## config.mk

```make
export PLATFORM = sky130hd
export DESIGN_NAME = uart_rx
export DESIGN_NICKNAME = d
export VERILOG_FILES = /design/src/rtl/uart_pkg.sv /design/src/rtl/uart_rx_sync.sv /design/src/rtl/uart_rx.sv
export SDC_FILE = /design/constraint.sdc
export NUM_CORES = 1
export LEC_CHECK = 0
export CORE_MARGIN = 5
export CORE_UTILIZATION = 35
export DETAILED_ROUTE_END_ITERATION = 7
export SKIP_LAST_GASP = 1
export SLEW_MARGIN = 20
export SYNTH_ARGS = -nofsm -noshare
export SYNTH_HDL_FRONTEND = slang
export SYNTH_SLANG_ARGS = --single-unit
```

## constraint.sdc

```tcl
create_clock -name clk -period 4 [get_ports clk]
set_clock_uncertainty 0.2 [all_clocks]
set_input_delay 1 -clock clk [delete_from_list [all_inputs] [get_ports clk]]
set_output_delay 1 -clock clk [all_outputs]
set_load 0.005 [all_outputs]
```

## src/rtl/uart_pkg.sv

```systemverilog
// Shared UART definitions: baud_set codes and the bit-period divider table
// used by both the transmitter and the receiver (50 MHz clock).
package uart_pkg;

    localparam int DATA_BITS = 8;

    localparam logic [2:0] BAUD_9600   = 3'd0;
    localparam logic [2:0] BAUD_19200  = 3'd1;
    localparam logic [2:0] BAUD_38400  = 3'd2;
    localparam logic [2:0] BAUD_57600  = 3'd3;
    localparam logic [2:0] BAUD_115200 = 3'd4;

    // Bit period is DR+1 clocks.
    localparam logic [12:0] BPS_9600_DR   = 13'd5207;
    localparam logic [12:0] BPS_19200_DR  = 13'd2603;
    localparam logic [12:0] BPS_38400_DR  = 13'd1301;
    localparam logic [12:0] BPS_57600_DR  = 13'd867;
    localparam logic [12:0] BPS_115200_DR = 13'd433;

    function automatic logic [12:0] baud_dr(input logic [2:0] baud_set);
        logic [12:0] dr;
        case (baud_set)
            BAUD_9600:   dr = BPS_9600_DR;
            BAUD_19200:  dr = BPS_19200_DR;
            BAUD_38400:  dr = BPS_38400_DR;
            BAUD_57600:  dr = BPS_57600_DR;
            BAUD_115200: dr = BPS_115200_DR;
            default:     dr = BPS_9600_DR;
        endcase
        return dr;
    endfunction

endpackage

```

## src/rtl/uart_rx_sync.sv

```systemverilog
// Brings the asynchronous rx pin into the clk domain and flags its
// high-to-low transitions with a registered one-cycle pulse.
module uart_rx_sync (
    input  logic clk,
    input  logic rst_n,
    input  logic rx,
    output logic synced,
    output logic fall
);

    logic sync_1_r;
    logic sync_2_r;
    logic hist_r;
    logic fall_r;

    // Idle-high reset values so that no edge is seen when reset releases.
    always_ff @(posedge clk or negedge rst_n) begin
        if (!rst_n) begin
            sync_1_r <= 1'b1;
            sync_2_r <= 1'b1;
            hist_r   <= 1'b1;
            fall_r   <= 1'b0;
        end else begin
            sync_1_r <= rx;
            sync_2_r <= sync_1_r;
            hist_r   <= sync_2_r;
            fall_r   <= hist_r & ~sync_2_r;
        end
    end

    assign synced = sync_2_r;
    assign fall   = fall_r;

endmodule

```

## src/rtl/uart_rx.sv

```systemverilog
// 8N1 serial receiver: finds the start edge, samples each bit at mid-period
// and reports each frame with an rx_done or frame_err strobe.
module uart_rx
    import uart_pkg::*;
(
    input  logic                 clk,
    input  logic                 rst_n,
    input  logic                 rx,
    input  logic [2:0]           baud_set,
    output logic [DATA_BITS-1:0] data,
    output logic                 rx_done,
    output logic                 frame_err,
    output logic                 uart_state
);

    localparam logic [0:0] IDLE_ENC = 1'b0;
    localparam logic [0:0] RECV_ENC = 1'b1;

    typedef enum logic [0:0] {
        IDLE = IDLE_ENC,
        RECV = RECV_ENC
    } state_t;

    state_t                 state_r,   state_nx;
    logic [12:0]            div_cnt_r, div_cnt_nx;
    logic [3:0]             bit_idx_r, bit_idx_nx;
    logic [12:0]            dr_r,      dr_nx;
    logic [DATA_BITS-1:0]   shift_r,   shift_nx;
    logic [DATA_BITS-1:0]   data_r,    data_nx;
    logic                   rx_done_r, rx_done_nx;
    logic                   frame_err_r, frame_err_nx;
    logic                   uart_state_r, uart_state_nx;
    logic                   synced_s;
    logic                   fall_s;
    logic                   mid_s;

    uart_rx_sync u_sync (
        .clk    (clk),
        .rst_n  (rst_n),
        .rx     (rx),
        .synced (synced_s),
        .fall   (fall_s)
    );

    assign mid_s = (div_cnt_r == (dr_r >> 1));

    // Next-state, bit timing, sampling and strobe generation.
    always_comb begin
        state_nx     = state_r;
        div_cnt_nx   = div_cnt_r;
        bit_idx_nx   = bit_idx_r;
        dr_nx        = dr_r;
        shift_nx     = shift_r;
        data_nx      = data_r;
        rx_done_nx   = 1'b0;
        frame_err_nx = 1'b0;
        case (state_r)
            IDLE: begin
                if (fall_s) begin
                    state_nx   = RECV;
                    div_cnt_nx = 13'd0;
                    bit_idx_nx = 4'd0;
                    dr_nx      = baud_dr(baud_set);
                end else begin
                    state_nx = IDLE;
                end
            end
            RECV: begin
                if (div_cnt_r == dr_r) begin
                    div_cnt_nx = 13'd0;
                    bit_idx_nx = bit_idx_r + 4'd1;
                end else begin
                    div_cnt_nx = div_cnt_r + 13'd1;
                end
                if (mid_s) begin
                    case (bit_idx_r)
                        4'd0: begin
                            // A start bit that is high again at its midpoint was a glitch.
                            if (synced_s) begin
                                state_nx = IDLE;
                            end else begin
                                state_nx = RECV;
                            end
                        end
                        4'd9: begin
                            state_nx = IDLE;
                            if (synced_s) begin
                                data_nx    = shift_r;
                                rx_done_nx = 1'b1;
                            end else begin
                                frame_err_nx = 1'b1;
                            end
                        end
                        default: begin
                            if (bit_idx_r <= 4'd8) begin
                                shift_nx = {synced_s, shift_r[DATA_BITS-1:1]};
                            end else begin
                                state_nx = IDLE;
                            end
                        end
                    endcase
                end else begin
                    state_nx = RECV;
                end
            end
            default: begin
                state_nx = IDLE;
            end
        endcase
        uart_state_nx = (state_nx == RECV);
    end

    // State, counters and registered outputs.
    always_ff @(posedge clk or negedge rst_n) begin
        if (!rst_n) begin
            state_r      <= IDLE;
            div_cnt_r    <= 13'd0;
            bit_idx_r    <= 4'd0;
            dr_r         <= BPS_9600_DR;
            shift_r      <= {DATA_BITS{1'b0}};
            data_r       <= {DATA_BITS{1'b0}};
            rx_done_r    <= 1'b0;
            frame_err_r  <= 1'b0;
            uart_state_r <= 1'b0;
        end else begin
            state_r      <= state_nx;
            div_cnt_r    <= div_cnt_nx;
            bit_idx_r    <= bit_idx_nx;
            dr_r         <= dr_nx;
            shift_r      <= shift_nx;
            data_r       <= data_nx;
            rx_done_r    <= rx_done_nx;
            frame_err_r  <= frame_err_nx;
            uart_state_r <= uart_state_nx;
        end
    end

    assign data       = data_r;
    assign rx_done    = rx_done_r;
    assign frame_err  = frame_err_r;
    assign uart_state = uart_state_r;

endmodule

```

# Word level (Yosys, flattened, before mapping)
# Cells that the tools add are included.
[op_classes]
add_sub_neg = 2
n_mul = 0
div = 0
magnitude_cmp = 1
n_eq_ne = 9
shifts = 0
n_mux = 20
n_bitwise = 4
reduce_logical = 6
[ops]
columns = ["operator", "n"]
rows = [
  ["13-bit one-hot mux with 4 select lines", 1],
  ["13-bit 2-to-1 mux", 2],
  ["13-bit one-hot mux with 2 select lines", 1],
  ["13-bit by 1-bit adder with 13-bit output (second input constant)", 1],
  ["13-bit by 12-bit equality test with 1-bit output", 1],
  ["13-bit equality test", 1],
  ["1-bit 2-to-1 mux", 11],
  ["4-bit 2-to-1 mux", 2],
  ["4-bit one-hot mux with 2 select lines", 1],
  ["4-bit AND reduction", 2],
  ["3-bit by 2-bit equality test with 1-bit output (second input constant)", 2],
  ["4-bit by 1-bit adder with 4-bit output (second input constant)", 1],
  ["4-bit equality test (second input constant)", 1],
  ["4-bit less-or-equal comparator (second input constant)", 1],
  ["4-bit zero test", 1],
  ["2-bit by 1-bit inequality test with 1-bit output (second input constant)", 2],
  ["1-bit one-hot mux with 2 select lines", 2],
  ["2-bit AND reduction", 2],
  ["3-bit by 1-bit equality test with 1-bit output (second input constant)", 1],
  ["3-bit equality test (second input constant)", 1],
  ["1-bit NOT", 3],
  ["2-bit OR reduction", 1],
  ["1-bit bitwise AND", 1],
]
[word_totals]
regBits = 53
latchBits = 0
ramBits = 0
rom_bits = 0
n_memories = 0

# Logic depth before layout (Yosys ltp)
# Gate-level depths: netlist of the first run.
[depth]
word_depth = 5
ltp_mapped = 7

# Modules after synthesis
# Synthesis of the first run repeated with hierarchy kept, for this count alone.
[unflattened]
cells_unflattened = 252
hier_area_um2 = 2586.2
[modules_own_cells]
columns = ["module", "n_inst", "cells_per_inst", "area_each_um2", "seq_area_each_um2"]
rows = [
  ["uart_rx", 1, 247, 2468.6, 1157.4],
  ["uart_rx_sync", 1, 5, 117.6, 103.8],
]

# Worst setup path after synthesis of the first run
# No wires, ideal clock.
[synth_path]
path_type = "flip-flop to flip-flop"
start = "register dr_r[1]"
end = "register shift_r[0]"
setup_time_ns = 0.125
arrival_ns = 1.760
setup_slack_ns = 1.915
path_stages_with_launch = 7
path_buffers = 1
period_less_slack_ns = 2.085
path_cell_list = "dfstp_2 xnor2_1 nand3_1 nor4_2 o211a_1 buf_4 mux2_2"
[synth_via]
elab_chain_len = 2
[synth_lines]
columns = ["item", "line_no", "text"]
rows = [
  ["from (decl)", "uart_rx.sv:27", "logic [12:0] dr_r, dr_nx;"],
  ["from (signal assigned)", "uart_rx.sv:129", "dr_r <= dr_nx;"],
  ["13-bit by 12-bit equality test with 1-bit output", "uart_rx.sv:45", "assign mid_s = (div_cnt_r == (dr_r >> 1));"],
  ["4-bit AND reduction (no line)", "n/a", ""],
  ["to (signal assigned)", "uart_rx.sv:120", "shift_r <= {DATA_BITS{1'b0}};"],
  ["to (signal assigned)", "uart_rx.sv:130", "shift_r <= shift_nx;"],
  ["to (decl)", "uart_rx.sv:28", "logic [DATA_BITS-1:0] shift_r, shift_nx;"],
]
# No other way between the ends.
# A chain may end at the register's enable or synchronous reset.

# Worst setup path after layout of the first run
[layout_path]
start = "register uart_state_r (netlist: uart_state)"
end = "output uart_state"
[layout_lines]
columns = ["item", "line_no", "text"]
rows = [
  ["from (decl)", "uart_rx.sv:32", "logic uart_state_r, uart_state_nx;"],
  ["from (signal assigned)", "uart_rx.sv:134", "uart_state_r <= uart_state_nx;"],
  ["to (decl)", "uart_rx.sv:13", "output logic uart_state"],
]
# No word-level cell between the ends.

==> flow_metrics.env, run 1 <==
export IMPL_cp_slowest_cell="dfrtp_1"
export IMPL_worstMarginPinSlew_ns=0.843
export IMPL_ir_drop_mv=0.206
export IMPL_p_int_mw=0.852
export IMPL_n_antenna_cell=0
export IMPL_filler_cell_count=761
export IMPL_netlist_area_sq_um=2640
export IMPL_wirelength_um=5130
export IMPL_async_reset_ff_share_pct=100
export IMPL_power_leakage_nw=1.32
export IMPL_avgViaCountPerCell=5.12
export IMPL_final_area_sq_um=2920
export IMPL_drive_above_1_share_pct=18.0
export IMPL_chipHeight_um=96.8
export IMPL_synth_top_cell_by_area="dfrtp_1"
export IMPL_r2r_end="div_cnt_r[8]"
export IMPL_critPathLaunch="uart_state"
export IMPL_combPwrFrac_pct=22.2
export IMPL_fmax_mhz=354
export IMPL_ant_nets=0
export IMPL_ios=17
export IMPL_netlist_instances=246
export IMPL_cap_violations=0
export IMPL_synth_nets=256
export IMPL_clk_latency_ns=0.31
export IMPL_crit_type="flop to output port"
export IMPL_cts_setup_buffers=0
export IMPL_swShare_pct=34.4
export IMPL_setup_viol=0
export IMPL_final_cell_count_no_fill=354
export IMPL_cp_endpoint="uart_state"
export IMPL_fp_dieW_um=96.8
export IMPL_cts_buffers_inserted=5
export IMPL_grt_ovfl_total=0
export IMPL_drv_slew=0
export IMPL_fp_row_count=31
export IMPL_worst_hold_path_type="flop to flop"
export IMPL_fin_setup_tns_ns=0
export IMPL_holdWs_ns=0.162
export IMPL_reg2reg_from="div_cnt_r[1]"
export IMPL_crit_path_end_kind="output port"
export IMPL_status="complete, no violations"
export IMPL_powerDensity_nw_per_um2=446
export IMPL_arrival_ns=1.63
export IMPL_grt_pass1_wl_um=8630
export IMPL_synth_edf_count=0
export IMPL_synth_seq_cells=50
export IMPL_netlist_top_cells_count="dfrtp_1 (42), nand2_1 (22), mux2_2 (19), xnor2_1 (19), o21ai_0 (14)"
export IMPL_switching_power_mw=0.448
export IMPL_hold_buffers=0
export IMPL_place_port_buffers=16
export IMPL_vias=1811
export IMPL_place_inst=346
export IMPL_cts_root_buf="clkbuf_8"
export IMPL_clock_path_buffers=2
export IMPL_rsz0062_at_grt="no"
export IMPL_dp_hpwl_um=3590
export IMPL_rr_worst_depth=5
export IMPL_crit_family="flip-flops"
export IMPL_required_ns=2.80
export IMPL_die_area_sq_um=9380
export IMPL_r2r_slack_ns=1.46
export IMPL_cp_cell_sequence="clkdlybuf4s50_1"
export IMPL_coreArea_sq_um=7290
export IMPL_synth_top_flop_cell="dfrtp_1"
export IMPL_drt_pre_antenna_iters=4
export IMPL_place_congestion=0.809
export IMPL_period_needed_ns=2.83
export IMPL_synth_cell_types=48
export IMPL_synth_top_area_share_pct=39.8
export IMPL_period_share_pct=70.7
export IMPL_seq_power_share_pct=53.1
export IMPL_first_iter_violations=130
export IMPL_cts_htree_levels=2
export IMPL_final_hold_viol_count=0
export IMPL_crit_buf_inv=1
export IMPL_clk_pin_slew_ns=0.10
export IMPL_antenna_found_initial=0
export IMPL_grt_total_usage_pct=10.9
export IMPL_grt_max_degree=49
export IMPL_cts_resized=0
export IMPL_yosys_warnings=0
export IMPL_cp_num_cells=1
export IMPL_grt_pass1_vias=1764
export IMPL_relSlewSlack_pct=43.6
export IMPL_power_frac_clock_pct=24.6
export IMPL_synth_most_common_cell="dfrtp_1"
export IMPL_startpoint_type="flop"
export IMPL_syn_avg_cell_area_sq_um=10.7
export IMPL_cts_tree="done"
export IMPL_crit_path_max_fanout=18
export IMPL_nets=264
export IMPL_synth_seq_area_share_pct=47.8
export IMPL_clkSinkCount=50
export IMPL_wl_per_cell_um=14.5
export IMPL_post_route_drc_count=0
export IMPL_place_area_sq_um=2820
export IMPL_synthTopCellsByArea="dfrtp_1 (40%), mux2_2 (8.1%), dfstp_2 (8.0%)"
export IMPL_area_delta_synth_final_pct=10.6
export IMPL_start_util_pct=36.2
export IMPL_cpPeakStageDelay_ns=0.70
-- registers in the layout (all words and copies together), names as in the netlist --
name and flops:
frame_err 1, u_sync.synced 1, bit_idx_r 4, u_sync.sync_1_r 1, uart_state 1, shift_r 8, u_sync.hist_r 1, div_cnt_r 13
rx_done 1, dr_r 10, u_sync.fall 1, data 8
-- power groups by stage --
stage,clock (mW),sequential [mW],combinational [mW]
CTS,0.330,0.689,0.289
detailed placement,0,0.700,0.288
global placement,0,0.700,0.283
floorplan,0,0.635,0.293
global route,0.356,0.702,0.325
finish,0.320,0.691,0.289
-- worst min path at each step --
stage / start / end / slack [ns] / cells after the start
after floorplan: u_sync.sync_1_r / u_sync.synced / 0.15 / 0
after global placement: u_sync.sync_1_r / u_sync.synced / 0.15 / 0
after detailed placement: u_sync.sync_1_r / u_sync.synced / 0.15 / 0
after CTS: u_sync.sync_1_r / u_sync.synced / 0.17 / 0
after global routing: u_sync.sync_1_r / u_sync.synced / 0.17 / 0
final: u_sync.sync_1_r / u_sync.synced / 0.16 / 0
-- metrics by stage --
| stage | worst slack [ns] | total power [mW] | utilization [%] |
|---|---|---|---|
| CTS | 1.16 | 1.31 | 40.0 |
| global placement | 1.52 | 0.982 | 38.6 |
| global route | 1.09 | 1.38 | 40.0 |
| floorplan | 1.92 | 0.928 | - |
| detailed placement | 1.51 | 0.988 | 38.6 |
| finish | 1.17 | 1.30 | 40.0 |
-- routing by layer --
layer | track usage (%) | share of wire (%) | vias up | wire length, um
li1 | - | - | 886 | -
met1 | 15.1 | 51 | 896 | 2600
met2 | 17.1 | 46 | 23 | 2340
met3 | 2.66 | 2.9 | 6 | 150
met4 | 3.02 | 0.78 | 0 | 40
met5 | 0 | 0 | - | 0
-- cells by family (layout without fill, tap and decap cells) --
kind of cell,Yosys count,in the layout,share of synthesized area (%)
AO/OA/AOI/OAI,42,42,11.4
flip-flops,50,50,47.8
buffers and inverters,22,31,4.93
XOR/XNOR,20,20,6.92
AND/OR/NAND/NOR,87,87,18.2
adder cells (fa/ha/maj),4,4,1.90
multiplexers,21,21,8.87
-- cell type report --
cell class / count / area [sq um] / area share [%]
inverters: 6 / 22.5 / 0.772
clock inverters: 3 / 28.8 / 0.986
multi-input cells: 174 / 1250 / 42.8
repair buffers: 17 / 165 / 5.66
well taps: 99 / 124 / 4.25
flip-flops and latches: 50 / 1260 / 43.2
clock buffers: 5 / 68.8 / 2.36
-- layout by cell type, fill, tap and decap left out, types with 6 or more instances in the layout --
master / count
clkdlybuf4s50_1: 15
nor3_1: 9
mux2_2: 19
dfrtp_1: 42
o21ai_0: 14
nand3_1: 9
and3_1: 7
dfstp_2: 8
nand2_1: 22
inv_1: 6
nand4_1: 6
xnor2_1: 19
nor2_1: 12
Power figures use the tool's default switching activity.
==> run 2, diff against run 1 <==
clock period = 2.9 ns   (was 4 ns; I/O delays follow)
==> flow_metrics.env, run 2 (synthesis gave the netlist of run 1 again) <==
export IMPL_crit_path_end_kind="output port"
export IMPL_nets=266
export IMPL_place_port_buffers=16
export IMPL_period_needed_ns=2.40
export IMPL_cts_tree="done"
export IMPL_wl_per_cell_um=14.3
export IMPL_status="complete, no violations"
export IMPL_area_delta_synth_final_pct=11.5
export IMPL_clk_pin_slew_ns=0.10
export IMPL_place_area_sq_um=2850
export IMPL_top_regs="div_cnt_r x13, dr_r x10"
export IMPL_avgViaCountPerCell=5.04
export IMPL_ant_nets=0
export IMPL_setup_viol=0
export IMPL_ir_drop_mv=0.309
export IMPL_chipHeight_um=96.8
export IMPL_power_leakage_nw=1.33
export IMPL_largest_reg_flops=13
export IMPL_cts_root_buf="clkbuf_8"
export IMPL_fp_dieW_um=96.8
export IMPL_cts_resized=0
export IMPL_hold_buffers=0
export IMPL_start_util_pct=36.2
export IMPL_fin_setup_tns_ns=0
export IMPL_required_ns=1.98
export IMPL_drive_above_1_share_pct=18.7
export IMPL_arrival_ns=1.47
export IMPL_fmax_mhz=417
export IMPL_grt_ovfl_total=0
export IMPL_grt_pass1_wl_um=8800
export IMPL_drv_slew=0
export IMPL_n_antenna_cell=0
export IMPL_total_power_mw=1.79
export IMPL_startpoint_type="flop"
export IMPL_clkSinkCount=50
export IMPL_drt_pre_antenna_iters=4
export IMPL_powerDensity_nw_per_um2=609
export IMPL_final_area_sq_um=2940
export IMPL_final_cell_mix="dfrtp_1 (42), nand2_1 (22), xnor2_1 (19), mux2_2 (19), clkdlybuf4s50_1 (15)"
export IMPL_grt_pass1_vias=1794
export IMPL_first_iter_violations=104
export IMPL_vias=1795
export IMPL_crit_type="flop to output port"
export IMPL_cts_setup_buffers=0
export IMPL_clk_latency_ns=0.31
export IMPL_worst_hold_path_type="flop to flop"
export IMPL_largest_register="div_cnt_r"
export IMPL_place_congestion=0.809
export IMPL_fp_row_count=31
export IMPL_post_route_drc_count=0
export IMPL_coreArea_sq_um=7290
export IMPL_grt_max_degree=28
export IMPL_crit_path_max_fanout=16
export IMPL_antenna_found_initial=0
export IMPL_period_share_pct=82.7
export IMPL_rsz0062_at_grt="no"
export IMPL_wirelength_um=5090
export IMPL_clock_path_buffers=2
export IMPL_dp_hpwl_um=3660
export IMPL_ios=17
export IMPL_final_common_cell="dfrtp_1"
export IMPL_cap_violations=0
export IMPL_worstMarginPinSlew_ns=0.629
export IMPL_grt_total_usage_pct=11.3
export IMPL_cts_buffers_inserted=5
export IMPL_final_hold_viol_count=0
export IMPL_die_area_sq_um=9380
export IMPL_cts_htree_levels=2
export IMPL_relSlewSlack_pct=57.9
export IMPL_filler_cell_count=731
[run 2: cell count changes in the layout (fill, tap and decap cells not counted), sizes merged]
| cell | before | now |
|---|---|---|
| buf | 2 | 4 |
[run 2: power breakdown]
group	internal [mW]	total, mW	switching, mW
clock	0.181	0.441	0.260
sequential	0.796	0.956	0.160
combinational	0.201	0.395	0.193
[run 2: metrics by stage]
step / util (%) / setup slack, ns / hold WS (ns) / cells
2_1_floorplan: - / 0.815 / 0.145 / 246
3_3_place_gp: 39.0 / 0.595 / 0.147 / 348
3_5_place_dp: 39.0 / 0.572 / 0.148 / 348
4_1_cts: 40.4 / 0.477 / 0.166 / 356
5_1_grt: 40.4 / 0.393 / 0.168 / 356
6_report: 40.4 / 0.501 / 0.164 / 356
[run 2: critical path: stages (launching register included)]
cell and delay, ns:
dfrtp_1 0.42, buf_4 0.22, clkdlybuf4s50_1 0.53
[run 2: final timing paths]
path | startpoint | to | slack (ns) | cells after the start
min reg2reg | u_sync.sync_1_r | u_sync.synced | 0.16 | 0
max | uart_state | uart_state | 0.50 | 2
min in group asynchronous | rst_n | div_cnt_r[9] | 0.20 | 1
min | u_sync.sync_1_r | u_sync.synced | 0.16 | 0
max reg2reg | div_cnt_r[4] | shift_r[7] | 0.58 | 5
max in group asynchronous | rst_n | u_sync.synced | 1.68 | 2
[run 2: final cells by class]
class | count | area [sq um] | area share (%)
Tap cell | 99 | 124 | 4.21
Clock inverter | 3 | 28.8 | 0.978
Timing Repair Buffer | 19 | 190 | 6.46
Inverter | 6 | 22.5 | 0.765
Clock buffer | 5 | 68.8 | 2.34
Sequential cell | 50 | 1260 | 42.9
Multi-Input combinational cell | 174 | 1250 | 42.4
[run 2: layer usage]
metal  track usage (%)  share of wire, %  vias to the layer above
li1                  -                 -                      890
met4              2.70               1.5                        0
met5                 0                 0                        -
met3              3.67               3.2                        9
met1              15.1                49                      872
met2              17.7                46                       24
==> run 3, diff against run 2 <==
clock period = 2.33 ns   (was 2.9 ns; I/O delays follow)
==> flow_metrics.env, run 3 (synthesis gave the netlist of run 1 again) <==
export IMPL_drive_above_1_share_pct=23.2
export IMPL_power_leakage_nw=1.38
export IMPL_n_antenna_cell=0
export IMPL_avgViaCountPerCell=4.98
export IMPL_clk_pin_slew_ns=0.10
export IMPL_largest_register="div_cnt_r"
export IMPL_setup_viol=0
export IMPL_grt_max_degree=51
export IMPL_cap_violations=0
export IMPL_ir_drop_mv=0.373
export IMPL_post_route_drc_count=0
export IMPL_drv_slew=0
export IMPL_worstMarginPinSlew_ns=0.460
export IMPL_cts_resized=0
export IMPL_cts_root_buf="clkbuf_8"
export IMPL_holdWs_ns=0.0428
export IMPL_period_needed_ns=2.21
export IMPL_place_inst=362
export IMPL_crit_path_end_kind="flop"
export IMPL_grt_pass1_wl_um=9280
export IMPL_cts_tree="done"
export IMPL_hold_buffers=0
export IMPL_grt_pass1_vias=1917
export IMPL_dp_hpwl_um=3880
export IMPL_status="complete, no violations"
export IMPL_clock_path_buffers=2
export IMPL_nets=280
export IMPL_final_common_cell="dfrtp_1"
export IMPL_first_iter_violations=62
export IMPL_wl_per_cell_um=14.1
export IMPL_place_congestion=0.813
export IMPL_vias=1843
export IMPL_die_area_sq_um=9380
export IMPL_crit_family="flip-flops"
export IMPL_wirelength_um=5230
export IMPL_antenna_found_initial=0
export IMPL_grt_total_usage_pct=11.8
export IMPL_fmax_mhz=453
export IMPL_relSlewSlack_pct=69.2
export IMPL_cpPeakStageDelay_ns=0.58
export IMPL_cts_htree_levels=2
export IMPL_final_cell_mix="dfrtp_1 (42), nand2_1 (22), xnor2_1 (19), mux2_2 (19), buf_4 (16)"
export IMPL_ios=17
export IMPL_area_delta_synth_final_pct=15.5
export IMPL_largest_reg_flops=13
export IMPL_rsz0062_at_grt="no"
export IMPL_fin_setup_tns_ns=0
export IMPL_place_port_buffers=16
export IMPL_start_util_pct=36.2
export IMPL_worst_hold_path_type="primary input to asynchronous set/reset pin"
export IMPL_crit_type="flop to flop"
export IMPL_clk_latency_ns=0.31
export IMPL_arrival_ns=2.21
export IMPL_required_ns=2.33
export IMPL_cts_setup_buffers=0
export IMPL_coreArea_sq_um=7290
export IMPL_final_hold_viol_count=0
export IMPL_crit_buf_inv=0
export IMPL_chipHeight_um=96.8
export IMPL_drt_pre_antenna_iters=4
export IMPL_ant_nets=0
export IMPL_powerDensity_nw_per_um2=753
export IMPL_cts_buffers_inserted=5
export IMPL_fp_dieW_um=96.8
export IMPL_cp_slowest_cell="dfstp_2"
export IMPL_cp_cell_sequence="xnor2_1 -> nand4_1 -> nor4_2 -> o211a_2 -> mux2_2"
export IMPL_final_cell_count_no_fill=370
export IMPL_period_share_pct=94.7
export IMPL_startpoint_type="flop"
export IMPL_clkSinkCount=50
export IMPL_grt_ovfl_total=0
export IMPL_crit_path_max_fanout=8
export IMPL_fp_row_count=31
export IMPL_top_regs="div_cnt_r x13, dr_r x10"
-- run 3: cell count changes in the layout (fill, tap and decap cells not counted) --
cell     change
o211a_1      -1
o211a_2      +1
buf_4       +14
-- run 3: final timing paths --
| kind | cells after the start | endpoint | start | slack, ns |
|---|---|---|---|---|
| max in group asynchronous | 2 | dr_r[12] | rst_n | 1.59 |
| min in group clk | 0 | u_sync.synced | u_sync.sync_1_r | 0.16 |
| worst max-delay path | 5 | shift_r[3] | dr_r[12] | 0.12 |
| worst min-delay path | 2 | div_cnt_r[6] | rst_n | 0.04 |
| worst min register to register | 0 | u_sync.synced | u_sync.sync_1_r | 0.16 |
| worst max register to register | 5 | shift_r[3] | dr_r[12] | 0.12 |
-- run 3: report_power, final --
part / switching, mW / total, mW / internal [mW]
registers: 0.147 / 1.14 / 0.991
clock network: 0.320 / 0.545 / 0.225
logic: 0.306 / 0.611 / 0.306
total: 0.773 / 2.29 / 1.52
-- run 3: layout make-up --
class	instances	area (sq um)
clock buffers	5	68.8
clock inverters	3	28.8
fillers	735	4240
inverters	6	22.5
multi-input cells	174	1250
flip-flops and latches	50	1260
well taps	99	124
repair buffers	33	295
-- run 3: per-layer routing --
metal  global-route usage, %  routed length (um)
met4                    3.13                  34
met3                    2.66                 143
met5                       0                   0
met1                    16.2                2580
met2                    18.9                2470
-- run 3: through the flow --
stage | power, mW | instance area [sq um] | utilization, % | setup slack, ns
floorplan | 1.59 | 2640 | - | 0.245
global placement | 1.76 | 2950 | 40.5 | 0.129
detailed placement | 1.77 | 2950 | 40.5 | 0.0741
CTS | 2.32 | 3050 | 41.8 | 0.0657
global route | 2.46 | 3050 | 41.8 | 0.00979
finish | 2.29 | 3050 | 41.8 | 0.124
